[src/rtl/alu_result_fifo.sv]
// alu_result_fifo: result buffer between the ALU controller and its consumer.
// Each result is stored with its opcode tag and presented show-ahead over ready/valid.
// The producer cannot be stalled, so a result that arrives while the buffer is full
// and no pop happens is dropped. The drop sets a sticky flag and bumps a saturating counter.
module alu_result_fifo #(
  parameter int unsigned DATA_W = 16,
  parameter int unsigned TAG_W  = 3,
  parameter int unsigned DEPTH  = 8,
  parameter int unsigned DROP_W = 8
) (
  input  logic                       clk,
  input  logic                       rst,
  input  logic                       in_valid,
  input  logic [DATA_W-1:0]          in_data,
  input  logic [TAG_W-1:0]           in_tag,
  output logic                       out_valid,
  input  logic                       out_ready,
  output logic [DATA_W-1:0]          out_data,
  output logic [TAG_W-1:0]           out_tag,
  output logic [$clog2(DEPTH):0]     count,
  output logic                       full,
  output logic                       overflow,
  output logic [DROP_W-1:0]          drop_cnt,
  input  logic                       clr_ovf
);

  localparam int unsigned PW = $clog2(DEPTH);
  localparam int unsigned CW = PW + 1;
  localparam int unsigned EW = DATA_W + TAG_W;
  localparam logic [CW-1:0] LP_DEPTH = CW'(DEPTH);

  logic [EW-1:0]     r_mem [DEPTH];
  logic [PW-1:0]     r_wr_ptr;
  logic [PW-1:0]     r_rd_ptr;
  logic [CW-1:0]     r_count;
  logic              r_overflow;
  logic [DROP_W-1:0] r_drop_cnt;

  logic              w_not_empty;
  logic              w_full;
  logic              w_pop;
  logic              w_push;
  logic              w_drop;
  logic [EW-1:0]     w_head;

  // Handshake decode: a pop frees a slot in the same cycle, so a push at full is still accepted
  always_comb begin
    w_not_empty = (r_count != '0);
    w_full      = (r_count == LP_DEPTH);
    w_pop       = w_not_empty && out_ready;
    w_push      = in_valid && (!w_full || w_pop);
    w_drop      = in_valid && !w_push;
    w_head      = r_mem[r_rd_ptr];
  end

  // Storage write; the array carries no reset because unread slots are never observed
  always_ff @(posedge clk) begin
    if (!rst && w_push) begin
      r_mem[r_wr_ptr] <= {in_data, in_tag};
    end
  end

  // Pointers and occupancy; pointers wrap naturally because DEPTH is a power of two
  always_ff @(posedge clk) begin
    if (rst) begin
      r_wr_ptr <= '0;
      r_rd_ptr <= '0;
      r_count  <= '0;
    end else begin
      if (w_push) r_wr_ptr <= r_wr_ptr + 1'b1;
      if (w_pop)  r_rd_ptr <= r_rd_ptr + 1'b1;
      if (w_push && !w_pop)      r_count <= r_count + 1'b1;
      else if (w_pop && !w_push) r_count <= r_count - 1'b1;
    end
  end

  // Sticky overflow flag and saturating drop counter; a same-cycle clear beats a drop
  always_ff @(posedge clk) begin
    if (rst) begin
      r_overflow <= 1'b0;
      r_drop_cnt <= '0;
    end else if (clr_ovf) begin
      r_overflow <= 1'b0;
      r_drop_cnt <= '0;
    end else if (w_drop) begin
      r_overflow <= 1'b1;
      if (r_drop_cnt != '1) r_drop_cnt <= r_drop_cnt + 1'b1;
    end
  end

  // Output drive: head is read combinationally from storage and forced to zero when
  // empty, so the reset value is met without clearing the storage array
  always_comb begin
    out_valid = w_not_empty;
    full      = w_full;
    count     = r_count;
    overflow  = r_overflow;
    drop_cnt  = r_drop_cnt;
    out_data  = '0;
    out_tag   = '0;
    if (w_not_empty) begin
      out_data = w_head[EW-1:TAG_W];
      out_tag  = w_head[TAG_W-1:0];
    end
  end

endmodule

[config.mk]
export PLATFORM = sky130hd
export DESIGN_NAME = alu_result_fifo
export DESIGN_NICKNAME = d
export VERILOG_FILES = /design/src/rtl/alu_result_fifo.sv
export SDC_FILE = /design/constraint.sdc
export NUM_CORES = 1
export LEC_CHECK = 0
export ABC_CLOCK_PERIOD_IN_PS = 8430
export BUFFER_PORTS_ARGS = -buffer_cell sky130_fd_sc_hd__buf_2
export CORE_MARGIN = 10
export CORE_UTILIZATION = 45
export DETAILED_ROUTE_END_ITERATION = 10
export HOLD_SLACK_MARGIN = 0.1
export SLEW_MARGIN = 20
export SYNTH_ARGS = -nofsm -noshare
export SYNTH_HDL_FRONTEND = slang
export SYNTH_SLANG_ARGS = --single-unit
[constraint.sdc]
create_clock -name clk -period 8.43 [get_ports clk]
set_clock_uncertainty 0.1 [all_clocks]
set_input_delay 1.686 -clock clk [delete_from_list [all_inputs] [get_ports clk]]
set_output_delay 1.686 -clock clk [all_outputs]
set_load 0.01 [all_outputs]
Word-level counts from Yosys, hierarchy flattened
Memories as Yosys holds them, arrays and structs flattened. A register that Yosys moved wholly into a read port is not among the register bits. Cells that the tools add are included.

Add/subtract/negate cells: 5. Equal/unequal tests: 2. Multiplexer cells: 8. Reduce and logical (&&, ||, !) cells: 15.

Operator list (number): $mux 16 (1); $mux 3 (3); $add 8x1->8 const B (1); $mux 4 (2); $ne 8x8->1 const B (1); $add 3x1->3 const B (2); $logic_and 1x1->1 (6); $add 4x1->4 const B (1); $eq 4x4->1 const B (1); $logic_not 1->1 (4); $reduce_bool 4->1 (1); $sub 4x1->4 const B (1); $mux 1 (2); $reduce_and 2->1 (1); $reduce_bool 2->1 (1); $reduce_or 2->1 (1); $logic_or 1x1->1 (1).

Register bits: 19. RAM bits: 152. Input port bits: 24. Output and inout bits: 34. Memories kept: 1.

Memory list: r_mem (depth 8, bits a word 19, rd ports 1, clocked after memory_dff 1, write ports 1, line 32) `logic [EW-1:0] r_mem [DEPTH];`.

Depth between registers and ports, before layout
Gate-level depths: netlist (run 1).

Word-level depth: 8. Mapped depth: 10.

Worst setup path after synthesis (run 1)
OpenSTA, ideal clock, no wires.

Path kind: input to register. Start: in out_ready. End: mem r_mem[0][0] in the netlist's numbering, enable pin. Arrival: 3.867 ns. Path slack: 4.020 ns. Stages: 3. Path through: o21a_1 nand2b_1 nor4_1.

Cells in the longest elaborated chain, start to end: 6.

Ends and longest elaborated chain: start: declaration (line 17) `input logic out_ready,`; $logic_and 1x1->1 (line 50) `w_pop = w_not_empty && out_ready;`; $logic_or 1x1->1 (line 51) `w_push = in_valid && (!w_full || w_pop);`; $logic_and 1x1->1 (line 51); $logic_and 1x1->1 (line 58) `if (!rst && w_push) begin`; $mux 1 (line 58); $mux 1 (implied by the code) (line 59) `r_mem[r_wr_ptr] <= {in_data, in_tag};`; end: declaration (line 32).

Every way passes these cells.

==> reports/qor.csv, run 1 <==
stage;metric;value;unit
floorplanning;die_x;144;um
cts;post_cts_resized;0;
final_layout;fin_nets;473;
drt;drt_iter0_drc;192;
floorplanning;start_util;45.5;%
yosys;synth_top_family_by_area;multiplexers;
critical_path;worst_ep_required_time;6.64;ns
power_and_ir_drop;p_int;1.73;mW
cts;cts_buffers;17;
yosys;synthAdderAreaFrac;1.38;%
drt;ant_nets;0;
cts;postCtsSetupRepairBufs;0;
timing;fin_ws;4.32;ns
timing;timing.fmax;0.243;GHz
drt;vias_per_cell;5.37;
placement;place_inst;611;
power_and_ir_drop;p_sw;596;uW
timing;finalMaxSlewViolations;0;
global_routing;grt_usage;13.4;%
power_and_ir_drop;p_sw_share;25.7;%
power_and_ir_drop;pwr-share-comb;22.4;%
timing;rsz0062_at_grt;no;
placement;port_buffers;57;
placement;place_hpwl;7500;um
floorplanning;rows;45;
critical_path;crit_path_max_incr_delay;0.60;ns
critical_path;worstPathMaxFanout;38;
drt;num_vias;3462;
cts;hold_buffers;0;
final_layout;layout-drive-gt1-share;33.8;%
global_routing;grt_pass1_vias;3662;
power_and_ir_drop;p_total;2.32;mW
yosys;muxShareOfSynthArea;15.7;%
critical_path;cp-start-kind;flip-flop;
cts;cts_tree;done;
cts;htreeDepth;4;
floorplanning;ios;58;
yosys;synthSimpleGateAreaFrac;5.99;%
power_and_ir_drop;p_leak;2.73;nW
yosys;synthFlopType;edfxtp_1;
cts;cts_buffer_depth;2;
power_and_ir_drop;seq_power_share;42.7;%
final_layout;layout_common_cells;edfxtp_1 (152), buf_2 (57), mux4_2 (38), nor2_1 (38);
cts;cts.clk_slew.worst_paths;0.06;ns
yosys;yosysSeqAreaShare;72.9;%
yosys;netlist_area;0.00687;sq mm
critical_path;arrival;2.33;ns
yosys;synth.net_count;402;
yosys;syn_inst;371;
timing;setup_viol_count_final;0;
drt;routed_wl;12900;um
worst_hold_path;whs_path_depth;2;
global_routing;grt_pass1_wl;20400;um
critical_path;cpMaxStageDelayCell;buf_4;
critical_path;crit_buf_inv;2;
final_layout;fillerInstances;1190;
power_and_ir_drop;irDropWorstVdd;0.000192;V
yosys;synth_seq_cells;174;
cts;clkLatencyLatePin;0.42;ns
yosys;post_synth.cell_area_avg;18.5;sq um
outcome;outcome;finished clean;
floorplanning;dieArea;0.0206;sq mm
critical_path;path_depth;5;
critical_path;endpoint_kind;primary output;
worst_hold_path;worstHoldPathType;flip-flop to flip-flop;
final_layout;final_cells;645;
global_routing;grt_antenna_before_repair;2;
yosys;synth_compound_area_share;1.95;%
yosys;synthArstFlopShare;0;%
critical_path;critical_path_class;flip-flop to primary output;
global_routing;grt_start_max_net_pins;39;
yosys;synth_edf_count;152;
critical_path;cp_cell_sequence;buf_4, mux4_2, mux2i_1, nor2_1, buf_2;
floorplanning;coreArea;0.0151;sq mm
flow_run;cap_viol_max_count;0;
timing;finalCritPeriodShare;48.8;%
floorplanning;die_h;144;um
yosys;synth_xor_area_share;0.765;%
final_layout;final_util;53.5;%
final_layout;syn_to_final_growth;17.5;%
timing;tns;0;ns
placement;gp_congestion;0.751;
yosys;ys_warn_count;0;
timing;tightestPinTransition;0.759;ns
drt;wire_per_inst;20.0;um
timing;relSlewSlack;49.4;%
global_routing;overflow;0;
yosys;yosysUniqueCellTypes;39;
critical_path;path_delay_family;multiplexers;
timing;hold_viol_final;0;
critical_path;regToRegSetupSlack;5.34;ns
power_and_ir_drop;power_frac_clock;34.8;%
final_layout;layout_commonest_cell;edfxtp_1;
power_and_ir_drop;p_per_area;288;mW/mm^2
cts;cts-root-buf;clkbuf_16;
timing;period_minus_slack;4.11;ns
placement;preCtsSetupSlack;4.65;ns
critical_path;reg2reg_depth;9;
drt;dr.pass1.iters;4;
cts;clock_sinks;174;
drt;drc;0;
[cells in the mapped netlist (2+ instances only)]
| cell | instances | area [sq um] |
|---|---|---|
| a311oi_1 | 2 | 17.5 |
| mux4_2 | 38 | 856 |
| a31oi_1 | 3 | 18.8 |
| inv_1 | 4 | 15.0 |
| nor3_1 | 3 | 15.0 |
| nand2_1 | 10 | 37.5 |
| xor2_1 | 4 | 35.0 |
| edfxtp_1 | 152 | 4560 |
| mux2i_1 | 21 | 210 |
| and2_1 | 2 | 12.5 |
| nor4_1 | 3 | 18.8 |
| dfxtp_1 | 22 | 440 |
| nor2_1 | 42 | 158 |
| xnor2_1 | 2 | 17.5 |
| nor2b_1 | 3 | 18.8 |
| a211oi_1 | 2 | 15.0 |
| nand2b_1 | 3 | 18.8 |
| clkbuf_1 | 11 | 41.3 |
| nand4_1 | 2 | 12.5 |
| and4_1 | 2 | 17.5 |
| a21oi_1 | 8 | 40.0 |
| nand3_1 | 5 | 25.0 |
| a31o_2 | 2 | 17.5 |
| buf_2 | 4 | 20.0 |
| ha_1 | 6 | 75.1 |
| nor3_4 | 2 | 32.5 |
[final timing paths]
| path | startpoint | endpoint |
|---|---|---|
| hold / removal | overflow$_SDFFE_PP0P_ | overflow$_SDFFE_PP0P_ |
| setup reg to reg | count[0]$_SDFFE_PP0P_ | count[3]$_SDFFE_PP0P_ |
| setup / recovery | flip-flop | out_data[4] |
| hold reg to reg | overflow$_SDFFE_PP0P_ | overflow$_SDFFE_PP0P_ |
[stage by stage]
stage	hold WS (ns)	instance area, sq um
final	0.388	8070
after global routing	0.419	8070
after CTS	0.399	8070
after detailed placement	0.375	7440
after global placement	0.358	7440
after floorplan	0.354	6870
[kinds of logic (layout without fill, tap and decap cells)]
kind of cell | Yosys count | after routing
AO/OA/AOI/OAI | 20 | 20
XOR/XNOR | 6 | 6
buffers and inverters | 21 | 105
AND/OR/NAND/NOR | 83 | 83
other | 0 | 2
flip-flops | 174 | 174
multiplexers | 60 | 60
adder cells (fa/ha/maj) | 7 | 7
[registers in the layout, summed over array words and instances (netlist names), named ones only]
signal	count
r_rd_ptr	3
r_wr_ptr	3
overflow	1
drop_cnt	8
count	4
r_mem	152
[area by class of cell]
class	instances	area [sq um]	share of cell area, %
Sequential cell	174	5010	62.0
Multi-Input combinational cell	176	1810	22.4
Clock buffer	21	460	5.71
Timing Repair Buffer	69	375	4.65
Tap cell	188	235	2.91
Clock inverter	11	164	2.03
Inverter	4	15.0	0.186
Antenna cell	2	5.00	0.0620
[power by group through the flow]
stage               sequential, mW  clock [mW]  combinational [mW]
floorplan                     1.01           0               0.373
global placement              1.01           0               0.532
detailed placement            1.01           0               0.539
CTS                          0.993       0.827               0.541
global route                 0.996       0.866               0.583
finish                       0.993       0.809               0.521
[tightest hold or removal path: stages, from the launching register on]
cell and delay, ns:
dfxtp_1 0.33, nor2_1 0.05, nor2_1 0.08
[per-layer routing]
layer | track usage (%) | share of wire [%] | vias to the layer above
met5 | 0 | 0 | -
met4 | 4.67 | 1.2 | 0
met3 | 4.65 | 5.1 | 13
met2 | 22.9 | 53 | 62
met1 | 15.4 | 41 | 1769
li1 | - | - | 1618
Note: power is estimated with default switching activity, not from simulation.
==> run 2: changes to the inputs <==
- ABC_CLOCK_PERIOD_IN_PS: 8430 -> 3500
- PLACE_DENSITY: unset -> 0.65
- clock period: 8.43 -> 3.5 ns (I/O delays scaled with it)
==> run 2 against run 1 <==
  * Highest routed layer unchanged
  * Critical path depth increased by 4
  * Via count increased by 1.3%
  * Largest power group unchanged
  * Power increased by 130%
  * Register-to-register slack got worse by 5.0 ns
  * Die area unchanged
  * Global-route usage about the same
  * Sequential share of layout area increased by 0.38 points
==> reports/qor.csv, run 2 (synthesized netlist as in run 1, its figures left out) <==
stage;metric;value;unit
placement;place_inst;612;
final_layout;fillerInstances;1236;
worst_hold_path;hold_start;overflow$_SDFFE_PP0P_;
drt;dr.pass1.iters;4;
critical_path;cp-start-kind;flip-flop;
outcome;outcome;finished clean;
power_and_ir_drop;p_per_area;678;mW/mm^2
floorplanning;die_h;144;um
worst_hold_path;worstHoldPathType;flip-flop to flip-flop;
floorplanning;dieArea;0.0206;sq mm
power_and_ir_drop;p_sw;1.45;mW
global_routing;grt_pass1_vias;3773;
power_and_ir_drop;p_leak;2.72;nW
timing;setup_viol_count_final;0;
timing;fin_ws;0.364;ns
flow_run;cap_viol_max_count;0;
drt;routed_wl;13000;um
floorplanning;start_util;45.5;%
timing;timing.fmax;0.319;GHz
placement;port_buffers;57;
cts;postCtsSetupRepairBufs;0;
cts;cts_buffer_depth;2;
power_and_ir_drop;power_frac_clock;32.5;%
timing;finalMaxSlewViolations;0;
timing;finalCritPeriodShare;89.6;%
global_routing;grt_antenna_before_repair;2;
drt;wire_per_inst;20.1;um
cts;hold_buffers;0;
cts;clkLatencyLatePin;0.43;ns
drt;vias_per_cell;5.43;
final_layout;layout_common_cells;edfxtp_1 (152), buf_2 (57), mux4_2 (38), nor2_1 (38);
cts;cts.clk_slew.worst_paths;0.06;ns
cts;cts-root-buf;clkbuf_16;
final_layout;largest_register_ffs;152;
power_and_ir_drop;seq_power_share;44.5;%
critical_path;arrival;3.35;ns
final_layout;ff_latch_area;0.00501;sq mm
final_layout;final_util;53.2;%
cts;htreeDepth;4;
power_and_ir_drop;irDropWorstVdd;0.000346;V
timing;fin_hold_ws;0.377;ns
global_routing;grt_start_max_net_pins;39;
placement;gp_congestion;0.772;
final_layout;multi_input_area;0.00181;sq mm
cts;cts_buffers;17;
final_layout;syn_to_final_growth;16.8;%
global_routing;overflow;0;
power_and_ir_drop;p_sw_share;26.7;%
final_layout;layout-drive-gt1-share;33.6;%
placement;place_hpwl;7850;um
power_and_ir_drop;p_int;3.98;mW
timing;tns;0;ns
critical_path;critPathLaunch;count[0]$_SDFFE_PP0P_;
timing;tightestPinTransition;0.575;ns
drt;ant_nets;0;
final_layout;fin_nets;474;
power_and_ir_drop;pwr-share-comb;23.0;%
critical_path;rr_startpoint;count[0]$_SDFFE_PP0P_;
critical_path;worst_ep_required_time;3.72;ns
drt;drc;0;
floorplanning;ios;58;
floorplanning;die_x;144;um
timing;rsz0062_at_grt;no;
critical_path;critical_path_class;flip-flop to flip-flop;
global_routing;grt_pass1_wl;20700;um
cts;clock_sinks;174;
critical_path;worstPathMaxFanout;6;
placement;preCtsSetupSlack;0.348;ns
final_layout;final_cells;646;
critical_path;endpoint_kind;flip-flop;
drt;drt_iter0_drc;235;
floorplanning;coreArea;0.0151;sq mm
timing;period_minus_slack;3.14;ns
cts;cts_tree;done;
cts;post_cts_resized;0;
timing;relSlewSlack;61.7;%
final_layout;largest-register;r_mem;
global_routing;grt_usage;13.5;%
timing;hold_viol_final;0;
floorplanning;rows;45;
drt;num_vias;3507;
final_layout;layout_commonest_cell;edfxtp_1;
-- run 2: cell types whose count changed in the layout (fill, tap and decap cells not counted), sizes merged --
cell,previous run,this run
clkinvlp,2,1
clkinv,5,11
clkbuf,21,18
buf,69,70
bufinv,4,2
-- run 2: worst paths after layout --
check | depth (start not counted) | to | slack [ns]
worst min register to register | 2 | overflow$_SDFFE_PP0P_ | 0.38
worst max register to register | 9 | count[3]$_SDFFE_PP0P_ | 0.36
worst max-delay path | 9 | count[3]$_SDFFE_PP0P_ | 0.36
worst min-delay path | 2 | overflow$_SDFFE_PP0P_ | 0.38
-- run 2: area by class of cell --
cell class                      instances  area share [%]
Tap cell                              188            2.93
Inverter                                4           0.187
Clock inverter                         14            1.58
Antenna cell                            2          0.0624
Timing Repair Buffer                   70            4.93
Sequential cell                       174            62.4
Multi-Input combinational cell        176            22.6
Clock buffer                           18            5.35
-- run 2: per-stage QoR --
| step | instance area, sq um | total power, mW |
|---|---|---|
| after global routing | 8020 | 5.73 |
| final | 8020 | 5.43 |
| after detailed placement | 7460 | 3.76 |
| after floorplan | 6870 | 3.33 |
| after global placement | 7460 | 3.73 |
| after CTS | 8020 | 5.52 |
-- run 2: power groups by stage --
| stage | registers (mW) | clock network (mW) | logic (mW) |
|---|---|---|---|
| finish | 2.42 | 1.77 | 1.25 |
| global route | 2.43 | 1.90 | 1.40 |
| CTS | 2.42 | 1.81 | 1.30 |
| detailed placement | 2.46 | 0 | 1.29 |
| global placement | 2.46 | 0 | 1.28 |
| floorplan | 2.43 | 0 | 0.898 |
-- run 2: worst max-delay path: stages, from the launching register on --
cell and delay [ns]:
dfxtp_1 0.39, or4b_1 0.73, o21a_1 0.32, ha_1 0.22, inv_1 0.13, ha_1 0.29
a21oi_1 0.21, a211oi_1 0.12, a31oi_1 0.17, mux2_2 0.35
-- run 2: layer usage --
layer  vias to the layer above  GRT usage [%]  part of all wire, %
met5                         -              0                    0
met4                         0           5.21                  1.3
met3                        19           4.52                  5.8
met2                        80           21.7                   51
met1                      1789           16.4                   42
li1                       1619              -                    -
